### config.mk
export PLATFORM = sky130hd
export DESIGN_NAME = mem_fb_tracker_flat
export DESIGN_NICKNAME = d
export VERILOG_FILES = /design/src/rtl/mem_fb_tracker_if.sv /design/src/rtl/mem_fb_tracker.sv /design/src/flat_wrapper.sv
export SDC_FILE = /design/constraint.sdc
export NUM_CORES = 2
export LEC_CHECK = 0
export CAP_MARGIN = 10
export CORE_MARGIN = 1.5
export CORE_UTILIZATION = 65
export CTS_CLUSTER_SIZE = 25
export DETAILED_ROUTE_END_ITERATION = 10
export DONT_BUFFER_PORTS = 1
export PLACE_DENSITY = 0.81
export RECOVER_POWER = 25
export SLEW_MARGIN = 20
export SYNTH_ARGS = -nofsm -noshare
export SYNTH_HDL_FRONTEND = slang
export SYNTH_SLANG_ARGS = --single-unit
### constraint.sdc
create_clock -name clk -period 9.6 [get_ports clk]
set_clock_uncertainty 0.15 [all_clocks]
set_input_delay 1.44 -clock clk [delete_from_list [all_inputs] [get_ports clk]]
set_output_delay 1.44 -clock clk [all_outputs]
set_load 0.01 [all_outputs]
### src/rtl/mem_fb_tracker_if.sv
// Bus bundle between the operand collector / memory unit feedback and mem_fb_tracker.
// master = environment side, slave = tracker side.
interface mem_fb_tracker_if #(
   parameter int NUM_WARPS = 8,
   parameter int NUM_SCB   = 4,
   parameter int MASK_W    = 8
);
   localparam int WID_W = $clog2(NUM_WARPS);
   localparam int SID_W = $clog2(NUM_SCB);

   logic                 issue_valid_i;
   logic [WID_W-1:0]     issue_warpID_i;
   logic [SID_W-1:0]     issue_scbID_i;
   logic [MASK_W-1:0]    issue_mask_i;

   logic                 neg_fb_valid_i;
   logic [WID_W-1:0]     neg_fb_warpID_i;
   logic [SID_W-1:0]     neg_fb_scbID_i;

   logic                 pos_fb_valid_i;
   logic [WID_W-1:0]     pos_fb_warpID_i;
   logic [SID_W-1:0]     pos_fb_scbID_i;
   logic [MASK_W-1:0]    pos_fb_mask_i;

   logic                 replay_valid_o;
   logic [WID_W-1:0]     replay_warpID_o;
   logic [SID_W-1:0]     replay_scbID_o;
   logic                 replay_ready_i;

   logic                 release_valid_o;
   logic [WID_W-1:0]     release_warpID_o;
   logic [SID_W-1:0]     release_scbID_o;

   logic [NUM_WARPS-1:0] warp_busy_o;
   logic                 err_o;
   logic                 timeout_o;

   modport master (
      output issue_valid_i, issue_warpID_i, issue_scbID_i, issue_mask_i,
      output neg_fb_valid_i, neg_fb_warpID_i, neg_fb_scbID_i,
      output pos_fb_valid_i, pos_fb_warpID_i, pos_fb_scbID_i, pos_fb_mask_i,
      output replay_ready_i,
      input  replay_valid_o, replay_warpID_o, replay_scbID_o,
      input  release_valid_o, release_warpID_o, release_scbID_o,
      input  warp_busy_o, err_o, timeout_o
   );

   modport slave (
      input  issue_valid_i, issue_warpID_i, issue_scbID_i, issue_mask_i,
      input  neg_fb_valid_i, neg_fb_warpID_i, neg_fb_scbID_i,
      input  pos_fb_valid_i, pos_fb_warpID_i, pos_fb_scbID_i, pos_fb_mask_i,
      input  replay_ready_i,
      output replay_valid_o, replay_warpID_o, replay_scbID_o,
      output release_valid_o, release_warpID_o, release_scbID_o,
      output warp_busy_o, err_o, timeout_o
   );
endinterface

### src/rtl/mem_fb_tracker.sv
// Per-(warp, scb) tracker of in-flight memory instructions: miss replay, completion release.
// Optional watchdog on PEND entries is enabled with `define MEM_FB_TIMEOUT_EN.
//
// state  | meaning
// IDLE   | no instruction outstanding for this (warp, scb)
// PEND   | issued, waiting for completion feedback
// MISS   | missed in cache, waiting for the replay path to accept it
module mem_fb_tracker #(
   parameter int NUM_WARPS      = 8,
   parameter int NUM_SCB        = 4,
   parameter int MASK_W         = 8,
   parameter int TIMEOUT_CYCLES = 64
) (
   input  logic           clk,
   input  logic           rst,
   mem_fb_tracker_if.slave bus
);
   localparam int WID_W = $clog2(NUM_WARPS);
   localparam int SID_W = $clog2(NUM_SCB);
   localparam int N     = NUM_WARPS * NUM_SCB;
   localparam int IDX_W = $clog2(N);
   localparam int IW1   = IDX_W + 1;

   typedef enum logic [1:0] {
      S_IDLE = 2'd0,
      S_PEND = 2'd1,
      S_MISS = 2'd2
   } state_e;

   state_e            r_state    [N];
   logic [MASK_W-1:0] r_exp      [N];
   logic [MASK_W-1:0] r_rcv      [N];
   state_e            w_nx_state [N];
   logic [MASK_W-1:0] w_nx_exp   [N];
   logic [MASK_W-1:0] w_nx_rcv   [N];

   logic [IDX_W-1:0]  w_iss_idx, w_neg_idx, w_pos_idx;
   logic              w_iss_coll, w_neg_pos_hit;
   logic              w_iss_ok, w_neg_ok, w_pos_ok;
   logic [MASK_W-1:0] w_pos_new;
   logic              w_pos_done, w_pos_extra;
   logic              w_err_evt;
   logic              w_grant;

   logic              r_rep_valid;
   logic [IDX_W-1:0]  r_rep_idx;
   logic [WID_W-1:0]  r_rep_warp;
   logic [SID_W-1:0]  r_rep_scb;
   logic [IDX_W-1:0]  r_rr_ptr;
   logic              w_found;
   logic [IDX_W-1:0]  w_sel;
   logic [IW1-1:0]    w_scan;

   logic              r_rel_valid;
   logic [WID_W-1:0]  r_rel_warp;
   logic [SID_W-1:0]  r_rel_scb;
   logic              r_err;
   logic [NUM_WARPS-1:0] w_busy;

   assign w_iss_idx = IDX_W'(bus.issue_warpID_i) * IDX_W'(NUM_SCB) + IDX_W'(bus.issue_scbID_i);
   assign w_neg_idx = IDX_W'(bus.neg_fb_warpID_i) * IDX_W'(NUM_SCB) + IDX_W'(bus.neg_fb_scbID_i);
   assign w_pos_idx = IDX_W'(bus.pos_fb_warpID_i) * IDX_W'(NUM_SCB) + IDX_W'(bus.pos_fb_scbID_i);

   // All events are judged against the pre-cycle state; same-entry collisions reject the issue
   assign w_iss_coll    = (bus.neg_fb_valid_i && (w_neg_idx == w_iss_idx)) ||
                          (bus.pos_fb_valid_i && (w_pos_idx == w_iss_idx));
   assign w_neg_pos_hit = bus.neg_fb_valid_i && bus.pos_fb_valid_i && (w_neg_idx == w_pos_idx);

   assign w_iss_ok = bus.issue_valid_i && (r_state[w_iss_idx] == S_IDLE) &&
                     (|bus.issue_mask_i) && !w_iss_coll;
   assign w_neg_ok = bus.neg_fb_valid_i && (r_state[w_neg_idx] == S_PEND);
   assign w_pos_ok = bus.pos_fb_valid_i && (r_state[w_pos_idx] == S_PEND) && !w_neg_pos_hit;

   assign w_pos_new   = r_rcv[w_pos_idx] | bus.pos_fb_mask_i;
   assign w_pos_done  = ((w_pos_new & r_exp[w_pos_idx]) == r_exp[w_pos_idx]);
   assign w_pos_extra = |(bus.pos_fb_mask_i & ~r_exp[w_pos_idx]);

   assign w_err_evt = (bus.issue_valid_i && !w_iss_ok) ||
                      (bus.neg_fb_valid_i && !w_neg_ok) ||
                      (bus.pos_fb_valid_i && !w_pos_ok) ||
                      (w_pos_ok && w_pos_extra);

   assign w_grant = r_rep_valid && bus.replay_ready_i;

   always_ff @(posedge clk or negedge rst) begin
      if (!rst) begin
         for (int i = 0; i < N; i++) begin
            r_state[i] <= S_IDLE;
            r_exp[i]   <= '0;
            r_rcv[i]   <= '0;
         end
      end else begin
         for (int i = 0; i < N; i++) begin
            r_state[i] <= w_nx_state[i];
            r_exp[i]   <= w_nx_exp[i];
            r_rcv[i]   <= w_nx_rcv[i];
         end
      end
   end

   // Accepted events can never hit the same entry, so the order below does not matter
   always_comb begin
      for (int i = 0; i < N; i++) begin
         w_nx_state[i] = r_state[i];
         w_nx_exp[i]   = r_exp[i];
         w_nx_rcv[i]   = r_rcv[i];
      end
      if (w_iss_ok) begin
         w_nx_state[w_iss_idx] = S_PEND;
         w_nx_exp[w_iss_idx]   = bus.issue_mask_i;
         w_nx_rcv[w_iss_idx]   = '0;
      end
      if (w_neg_ok) begin
         w_nx_state[w_neg_idx] = S_MISS;
      end
      if (w_pos_ok) begin
         if (w_pos_done) begin
            w_nx_state[w_pos_idx] = S_IDLE;
            w_nx_exp[w_pos_idx]   = '0;
            w_nx_rcv[w_pos_idx]   = '0;
         end else begin
            w_nx_rcv[w_pos_idx]   = w_pos_new & r_exp[w_pos_idx];
         end
      end
      if (w_grant) begin
         w_nx_state[r_rep_idx] = S_PEND;
      end
   end

   always_comb begin
      w_found = 1'b0;
      w_sel   = '0;
      w_scan  = '0;
      for (int k = 0; k < N; k++) begin
         w_scan = {1'b0, r_rr_ptr} + IW1'(k);
         if (w_scan >= IW1'(N)) begin
            w_scan = w_scan - IW1'(N);
         end
         if (!w_found && (r_state[w_scan[IDX_W-1:0]] == S_MISS)) begin
            w_found = 1'b1;
            w_sel   = w_scan[IDX_W-1:0];
         end
      end
   end

   // Offer drops for a cycle after each handshake so the next search sees the updated state
   always_ff @(posedge clk or negedge rst) begin
      if (!rst) begin
         r_rep_valid <= 1'b0;
         r_rep_idx   <= '0;
         r_rep_warp  <= '0;
         r_rep_scb   <= '0;
         r_rr_ptr    <= '0;
      end else if (r_rep_valid) begin
         if (bus.replay_ready_i) begin
            r_rep_valid <= 1'b0;
            r_rr_ptr    <= (r_rep_idx == IDX_W'(N - 1)) ? '0 : r_rep_idx + 1'b1;
         end
      end else if (w_found) begin
         r_rep_valid <= 1'b1;
         r_rep_idx   <= w_sel;
         r_rep_warp  <= WID_W'(32'(w_sel) / NUM_SCB);
         r_rep_scb   <= SID_W'(32'(w_sel) % NUM_SCB);
      end
   end

   always_ff @(posedge clk or negedge rst) begin
      if (!rst) begin
         r_rel_valid <= 1'b0;
         r_rel_warp  <= '0;
         r_rel_scb   <= '0;
      end else begin
         r_rel_valid <= w_pos_ok && w_pos_done;
         if (w_pos_ok && w_pos_done) begin
            r_rel_warp <= bus.pos_fb_warpID_i;
            r_rel_scb  <= bus.pos_fb_scbID_i;
         end
      end
   end

`ifdef MEM_FB_TIMEOUT_EN
   localparam int CNT_W = $clog2(TIMEOUT_CYCLES + 1);

   logic [CNT_W-1:0] r_tmo_cnt [N];
   logic             r_timeout;
   logic             w_tmo_hit;

   always_comb begin
      w_tmo_hit = 1'b0;
      for (int i = 0; i < N; i++) begin
         if ((r_state[i] == S_PEND) && (w_nx_state[i] == S_PEND) &&
             (r_tmo_cnt[i] == CNT_W'(TIMEOUT_CYCLES - 1))) begin
            w_tmo_hit = 1'b1;
         end
      end
   end

   // Counter restarts on every entry into PEND, including a replay grant out of MISS
   always_ff @(posedge clk or negedge rst) begin
      if (!rst) begin
         for (int i = 0; i < N; i++) begin
            r_tmo_cnt[i] <= '0;
         end
         r_timeout <= 1'b0;
      end else begin
         for (int i = 0; i < N; i++) begin
            if ((w_nx_state[i] != S_PEND) || (r_state[i] != S_PEND)) begin
               r_tmo_cnt[i] <= '0;
            end else if (r_tmo_cnt[i] != CNT_W'(TIMEOUT_CYCLES)) begin
               r_tmo_cnt[i] <= r_tmo_cnt[i] + 1'b1;
            end
         end
         r_timeout <= w_tmo_hit;
      end
   end

   assign bus.timeout_o = r_timeout;
`else
   logic w_tmo_hit;

   assign w_tmo_hit     = 1'b0;
   assign bus.timeout_o = 1'b0;
`endif

   always_ff @(posedge clk or negedge rst) begin
      if (!rst) begin
         r_err <= 1'b0;
      end else begin
         r_err <= r_err | w_err_evt | w_tmo_hit;
      end
   end

   always_comb begin
      w_busy = '0;
      for (int w = 0; w < NUM_WARPS; w++) begin
         for (int s = 0; s < NUM_SCB; s++) begin
            if (r_state[w * NUM_SCB + s] != S_IDLE) begin
               w_busy[w] = 1'b1;
            end
         end
      end
   end

   assign bus.replay_valid_o   = r_rep_valid;
   assign bus.replay_warpID_o  = r_rep_warp;
   assign bus.replay_scbID_o   = r_rep_scb;
   assign bus.release_valid_o  = r_rel_valid;
   assign bus.release_warpID_o = r_rel_warp;
   assign bus.release_scbID_o  = r_rel_scb;
   assign bus.warp_busy_o      = w_busy;
   assign bus.err_o            = r_err;
endmodule
### src/flat_wrapper.sv
// flat-port wrapper written by rule: the top's interface ports become plain ports
module mem_fb_tracker_flat 
#(
   parameter int NUM_WARPS      = 8,
   parameter int NUM_SCB        = 4,
   parameter int MASK_W         = 8,
   parameter int TIMEOUT_CYCLES = 64
)
  (clk, rst, bus_issue_valid_i, bus_issue_warpID_i, bus_issue_scbID_i, bus_issue_mask_i, bus_neg_fb_valid_i, bus_neg_fb_warpID_i, bus_neg_fb_scbID_i, bus_pos_fb_valid_i, bus_pos_fb_warpID_i, bus_pos_fb_scbID_i, bus_pos_fb_mask_i, bus_replay_ready_i, bus_replay_valid_o, bus_replay_warpID_o, bus_replay_scbID_o, bus_release_valid_o, bus_release_warpID_o, bus_release_scbID_o, bus_warp_busy_o, bus_err_o, bus_timeout_o);
  mem_fb_tracker_if #(.NUM_WARPS(NUM_WARPS), .NUM_SCB(NUM_SCB), .MASK_W(MASK_W)) bus_i ();
  input  logic clk;
  input  logic rst;
  input wire logic [$bits(bus_i.issue_valid_i)-1:0] bus_issue_valid_i;
  input wire logic [$bits(bus_i.issue_warpID_i)-1:0] bus_issue_warpID_i;
  input wire logic [$bits(bus_i.issue_scbID_i)-1:0] bus_issue_scbID_i;
  input wire logic [$bits(bus_i.issue_mask_i)-1:0] bus_issue_mask_i;
  input wire logic [$bits(bus_i.neg_fb_valid_i)-1:0] bus_neg_fb_valid_i;
  input wire logic [$bits(bus_i.neg_fb_warpID_i)-1:0] bus_neg_fb_warpID_i;
  input wire logic [$bits(bus_i.neg_fb_scbID_i)-1:0] bus_neg_fb_scbID_i;
  input wire logic [$bits(bus_i.pos_fb_valid_i)-1:0] bus_pos_fb_valid_i;
  input wire logic [$bits(bus_i.pos_fb_warpID_i)-1:0] bus_pos_fb_warpID_i;
  input wire logic [$bits(bus_i.pos_fb_scbID_i)-1:0] bus_pos_fb_scbID_i;
  input wire logic [$bits(bus_i.pos_fb_mask_i)-1:0] bus_pos_fb_mask_i;
  input wire logic [$bits(bus_i.replay_ready_i)-1:0] bus_replay_ready_i;
  output wire logic [$bits(bus_i.replay_valid_o)-1:0] bus_replay_valid_o;
  output wire logic [$bits(bus_i.replay_warpID_o)-1:0] bus_replay_warpID_o;
  output wire logic [$bits(bus_i.replay_scbID_o)-1:0] bus_replay_scbID_o;
  output wire logic [$bits(bus_i.release_valid_o)-1:0] bus_release_valid_o;
  output wire logic [$bits(bus_i.release_warpID_o)-1:0] bus_release_warpID_o;
  output wire logic [$bits(bus_i.release_scbID_o)-1:0] bus_release_scbID_o;
  output wire logic [$bits(bus_i.warp_busy_o)-1:0] bus_warp_busy_o;
  output wire logic [$bits(bus_i.err_o)-1:0] bus_err_o;
  output wire logic [$bits(bus_i.timeout_o)-1:0] bus_timeout_o;
  assign bus_i.issue_valid_i = bus_issue_valid_i;
  assign bus_i.issue_warpID_i = bus_issue_warpID_i;
  assign bus_i.issue_scbID_i = bus_issue_scbID_i;
  assign bus_i.issue_mask_i = bus_issue_mask_i;
  assign bus_i.neg_fb_valid_i = bus_neg_fb_valid_i;
  assign bus_i.neg_fb_warpID_i = bus_neg_fb_warpID_i;
  assign bus_i.neg_fb_scbID_i = bus_neg_fb_scbID_i;
  assign bus_i.pos_fb_valid_i = bus_pos_fb_valid_i;
  assign bus_i.pos_fb_warpID_i = bus_pos_fb_warpID_i;
  assign bus_i.pos_fb_scbID_i = bus_pos_fb_scbID_i;
  assign bus_i.pos_fb_mask_i = bus_pos_fb_mask_i;
  assign bus_i.replay_ready_i = bus_replay_ready_i;
  assign bus_replay_valid_o = bus_i.replay_valid_o;
  assign bus_replay_warpID_o = bus_i.replay_warpID_o;
  assign bus_replay_scbID_o = bus_i.replay_scbID_o;
  assign bus_release_valid_o = bus_i.release_valid_o;
  assign bus_release_warpID_o = bus_i.release_warpID_o;
  assign bus_release_scbID_o = bus_i.release_scbID_o;
  assign bus_warp_busy_o = bus_i.warp_busy_o;
  assign bus_err_o = bus_i.err_o;
  assign bus_timeout_o = bus_i.timeout_o;
  mem_fb_tracker #(.NUM_WARPS(NUM_WARPS), .NUM_SCB(NUM_SCB), .MASK_W(MASK_W), .TIMEOUT_CYCLES(TIMEOUT_CYCLES)) u_core (.clk(clk), .rst(rst), .bus(bus_i));
endmodule
---- Word-level counts from Yosys, hierarchy flattened ----
Index checks and enable logic that the tools add are counted.
storage, ports and cells
  register bits ........................... 599
  bits in latches ......................... 0
  RAM bits ................................ 0
  memory bits (read-only) ................. 0
  output and inout port bits .............. 22
  logic and storage cells ................. 737
  memories kept ........................... 0
operators by class
  $add $sub $neg .......................... 67
  multipliers ............................. 0
  div/mod/pow operators ................... 0
  magnitude comparators ................... 72
  eq/ne operators ......................... 39
  shifts and indexed selects .............. 0
  muxes and demuxes ....................... 268
  bitwise logic cells ..................... 58
  reductions and logical operators ........ 128
operators with widths
  cell                                                                number
  256-bit 2-to-1 mux                                                  6
  256-bit AND                                                         3
  256-bit bitwise mux                                                 2
  256-bit inverter                                                    2
  6-bit greater-or-equal comparator, second input constant            67
  2-bit binary-select mux with 5-bit select                           35
  5-bit 2-to-1 mux                                                    65
  64-bit 2-to-1 mux                                                   5
  5-bit inverter with 6-bit output                                    36
  5-bit by 1-bit subtractor with 5-bit output, second input constant  32
  2-bit 2-to-1 mux                                                    74
  5-bit by 5-bit adder with 6-bit output, second input constant       16
  32-bit AND                                                          3
  32-bit inverter                                                     3
  32-bit bitwise OR                                                   3
  8-bit binary-select mux with 5-bit select                           2
  8-bit demux with 5-bit select                                       2
  1-bit 2-to-1 mux                                                    67
  64-bit AND                                                          1
  2-bit == test, second input constant                                32
  64-bit inverter                                                     1
  2-bit nonzero test                                                  32
  1-bit logical AND                                                   51
  5-bit by 4-bit adder with 6-bit output, second input constant       8
  23 further kinds                                                    84

---- Logic depth before layout (Yosys ltp) ----
  depth after elaboration ................. 103
  gate-level depth with buffers ........... 21
  depth with buffers taken out ............ 14

---- Worst setup path before layout ----
OpenSTA, ideal clock, no wires.
  path type ............................... input to register
  from .................................... input port bus_pos_fb_scbID_i[0]
  to ...................................... register u_core.r_state[0] in the netlist's numbering
  arrival time ............................ 4.865 ns
  required time ........................... 9.303 ns
  slack ................................... 4.438 ns
  cell stages on the path ................. 13
  path buffers ............................ 6
  cell sequence ........................... buf_2 buf_2 buf_2 buf_1 mux4_2 a22oi_1 nand4_1 a22oi_1 nand4_1 clkbuf_1 buf_2 nor2_1 o22ai_1
RTL lines
  element                         RTL line              source
  start: declaration              flat_wrapper.sv:22    input wire logic [$bits(bus_i.pos_fb_scbID_i)-1:0] bus_pos_fb_scbID_i;
  end signal: indexed assignment  mem_fb_tracker.sv:94  r_state[i] <= w_nx_state[i];
  end: declaration                mem_fb_tracker.sv:30  state_e r_state [N];

---- Worst setup path in the final report ----
  from .................................... register u_core.r_rr_ptr[1]
  to ...................................... register u_core.r_rep_idx[4]
between the ends
  word-level cells in the longest chain between the ends .. 102
  elaborated cells between the ends (all ways) .. 414
ends and longest elaborated chain
  element                                                                                           RTL line               source
  start: declaration                                                                                mem_fb_tracker.sv:49   logic [IDX_W-1:0] r_rr_ptr;
  start signal: assignment                                                                          mem_fb_tracker.sv:157  r_rr_ptr <= (r_rep_idx == IDX_W'(N - 1)) ? '0 : r_rep_idx + 1'b1;
  parallel branches: the longest is 102 deep, another holds 5-bit by 1-bit adder with 6-bit output  n/a
  end signal: assignment                                                                            mem_fb_tracker.sv:161  r_rep_idx <= w_sel;
  end: declaration                                                                                  mem_fb_tracker.sv:46   logic [IDX_W-1:0] r_rep_idx;
Parallel ways; which one is timed is not known. The select of a mux whose other input is x is not followed.
A chain may end at the register's enable or synchronous reset.

==> impl_metrics.py <==
metrics = {
    "power": {
        "p_leak_nw": 15.3,
        "p_switching_w": 0.00604,
        "power_report.internal_total_w": 0.00679,
        "p_sw_share_pct": 47.1,
        "clkPwrFrac_pct": 19.4,
        "combPwrFrac_pct": 53.6,
        "power.share.sequential_pct": 27.0,
        "cellPowerDensity_nw_per_um2": 339,
        "vdd_drop_max_uv": 216,
    },
    "sta": {
        "worstMarginPinSlew_ns": 3.76,
        "slew_headroom_pct": -151,
        "finalWorstSetupSlack_ns": 2.83,
        "post-route-period-util_pct": 70.6,
        "fmax_mhz": 148,
        "grt_setup_unrepaired": "false",
        "finalSetupViolCount": 0,
        "timing.setup.tns_ns": 0,
        "fin_crit_ns": 6.77,
        "slew_violations": 309,
        "finalHoldViolCount": 0,
    },
    "clock_network": {
        "path_clk_slew_ns": 0.07,
        "cts_tree": "done",
        "clk_latency_ns": 0.69,
        "post_cts_buffers": 0,
        "h-tree-depth": 2,
        "ctsLongestPathBuffers": 3,
        "cts_sinks": 594,
        "cts_hold_repair.buffers": 0,
        "ctsResizeCount": 0,
        "cts_buffers": 59,
        "root_buffer": "clkbuf_16",
    },
    "critical_path": {
        "critPathKind": "flip-flop to flip-flop",
        "cp.arrival_ns": 7.16,
        "crit_path_end_kind": "flip-flop",
        "worst-path-max-fanout": 33,
        "crit_buf_inv": 2,
        "critPathTopFamily": "simple AND/OR/NAND/NOR gates",
        "reg2reg_slack_ns": 2.83,
        "cp_slowest_stage_delay_ns": 0.91,
        "start_kind": "flip-flop",
        "crit_path_top_delay_cell": "ha_2",
        "critPathRequiredTime_ns": 9.99,
        "crit_chain": "inv_6 -> ha_2 -> buf_4 -> mux2i_1 -> mux4_2 -> mux4_2 -> nand3_1 -> nor4b_4 -> nand3_2 -> a2111oi_0 -> a2111oi_0 -> a21oi_1 -> o211ai_1 -> a21oi_1",
    },
    "placement": {
        "pre_cts_ws_ns": 3.04,
        "dpl.cell_count": 4183,
        "finalWeightedCongestion": 1.06,
        "portBuffers": 0,
        "detailed_place_hpwl_um": 91600,
    },
    "finish": {
        "final_common_cell": "nand2_1",
        "syn2layout_area_growth_pct": 5.69,
        "fill_cells": 3794,
        "drive_gt1_share_pct": 13.4,
        "finalNetCount": 3605,
        "mostFrequentLayoutCells": "nand2_1, dfrtp_1, a21oi_1",
        "instances_no_fill": 4299,
    },
    "die": {
        "die_w_um": 238,
        "dieHeight_um": 238,
        "num_io_pins": 59,
        "die_area_um2": 56500,
        "core_area_um2": 54100,
        "num_rows": 85,
        "initial_utilization_pct": 66.1,
    },
    "yosys": {
        "synth_top_family_by_area": "simple AND/OR/NAND/NOR gates",
        "synthAdderAreaFrac_pct": 0.594,
        "syn-num-nets": 3810,
        "synth_largest_area_cell": "dfrtp_1",
        "synth_seq_area_share_pct": 41.5,
        "synth.area.mux_share_pct": 18.2,
        "avgSynthCellArea_um2": 9.53,
        "synthTopCellsByArea": "dfrtp_1, mux4_2, nand2_1",
        "synth_cell_types": 90,
        "yosysTopAreaCellShare_pct": 41.5,
        "synthXorXnorAreaFrac_pct": 1.26,
        "synth_edf_count": 0,
        "ys_warn_count": 0,
        "synth.cell_area_um2": 35800,
        "ys_seq_elements": 594,
        "synth-compound-area-share_pct": 15.5,
        "syn_inst": 3756,
        "synthSimpleGateAreaFrac_pct": 18.9,
        "synthFlopType": "dfrtp_1",
        "async_flop_share_pct": 100,
    },
    "drt": {
        "vias": 33800,
        "dr.pass1.iters": 10,
        "dr.first_iter.drc_count": 5506,
        "via_per_inst": 7.85,
        "wire_per_inst_um": 32.1,
        "drc_errors": 0,
        "antenna_left": 0,
        "drt-total-wl_um": 138000,
    },
    "global_routing": {
        "grt_overflow": 0,
        "grt_pass1_wl_um": 205000,
        "grt_pass1_vias": 32700,
        "grt_antenna_before_repair": 12,
        "grt_max_degree": 595,
        "grt_usage_pct": 48.8,
    },
    "run": {
        "drv_cap": 2,
    },
    "run_status": {
        "status": "finished with violations",
        "violations": "capacitance limit, slew limit",
    },
    "worst_hold_path": {
        "hp-class": "primary input to asynchronous set/reset pin",
    },
}
## routing by layer
metal,wire length (um),GRT usage [%]
met5,217,0
met4,11700,31.5
met3,21200,19.1
met2,58900,71.0
met1,46000,61.1
## flip-flops by register name (all words and copies together), names as in the netlist, 2 cells and up
| name | count |
|---|---|
| u_core.r_exp | 256 |
| u_core.r_rcv | 256 |
| u_core.r_state | 64 |
| u_core.r_rr_ptr | 5 |
| u_core.bus.release_warpID_o | 3 |
| u_core.bus.release_scbID_o | 2 |
| u_core.bus.replay_warpID_o | 2 |
| u_core.r_rep_idx | 2 |
## layout make-up
cell class	count	area [um2]	share of cell area, %
clock buffer	87	1720	4.55
multi-input combinational	2811	19500	51.6
inverter	44	173	0.456
tap	696	871	2.30
timing repair buffer	41	323	0.853
antenna	3	7.51	0.0198
sequential	594	14900	39.3
clock inverter	23	353	0.932
## cell usage after synthesis (12+ instances only)
cell type  count
xor2_1        18
buf_2         30
a2111oi_0     13
a21o_1        13
nand4_1       20
nand3b_1      20
clkbuf_1     231
nand2b_1      48
ha_1          17
mux2i_1       76
or2_2         40
xnor2_1       28
a22oi_1       59
nor3b_1       18
inv_1         38
nand3_1      291
mux4_2       237
o221ai_1      13
and3_1        15
nor2b_1       40
nor3_1        24
buf_1         33
mux2_2        27
o22ai_1       34
o32ai_1       17
o21ai_0      307
dfrtp_1      594
a21oi_1      325
nor2_1       212
a221oi_1      14
or3_1         12
nand2_1      672
a22o_1        14
o22a_1        17
o211ai_1      13
## per-stage QoR
stage / util (%) / hold WS [ns] / instance area (um2) / total power, W
2_1_floorplan: - / 0.313 / 35800 / 0.00786
3_3_place_gp: 66.0 / 0.325 / 35700 / 0.00992
3_5_place_dp: 66.0 / 0.335 / 35700 / 0.00992
4_1_cts: 69.8 / 0.332 / 37800 / 0.0124
5_1_grt: 69.9 / 0.320 / 37800 / 0.0132
6_report: 69.9 / 0.327 / 37800 / 0.0128
## power groups by stage
stage / logic, W / clock network [W] / registers [W]
2_1_floorplan: 0.00467 / 0 / 0.00319
3_3_place_gp: 0.00652 / 0 / 0.00340
3_5_place_dp: 0.00648 / 0 / 0.00344
4_1_cts: 0.00652 / 0.00246 / 0.00340
5_1_grt: 0.00713 / 0.00255 / 0.00347
6_report: 0.00687 / 0.00249 / 0.00347
## final timing paths
path,start,endpoint,cells after the start
hold / removal,rst,u_core.r_exp[112]$_DFF_PN0_,0
hold reg to reg,u_core.r_rcv[166]$_DFF_PN0_,u_core.r_rcv[166]$_DFF_PN0_,2
min in group clk,u_core.r_rcv[166]$_DFF_PN0_,u_core.r_rcv[166]$_DFF_PN0_,2
setup / recovery,u_core.r_rr_ptr[1]$_DFFE_PN0P_,u_core.r_rep_idx[4]$_DFFE_PN0P_,14
max in group asynchronous,rst,u_core.r_rr_ptr[0]$_DFFE_PN0P_,2
setup reg to reg,u_core.r_rr_ptr[1]$_DFFE_PN0P_,u_core.r_rep_idx[4]$_DFFE_PN0P_,14
## cell families after synthesis
kind of cell / count (synthesis)
AOI/OAI and AO/OA: 933
xor gates and xnor gates: 49
adders and majority gates: 17
buffers and inverters: 351
DFF: 594
muxes: 345
other: 1
and+or+nand+nor: 1466
Note: power is estimated with default switching activity, not from simulation.
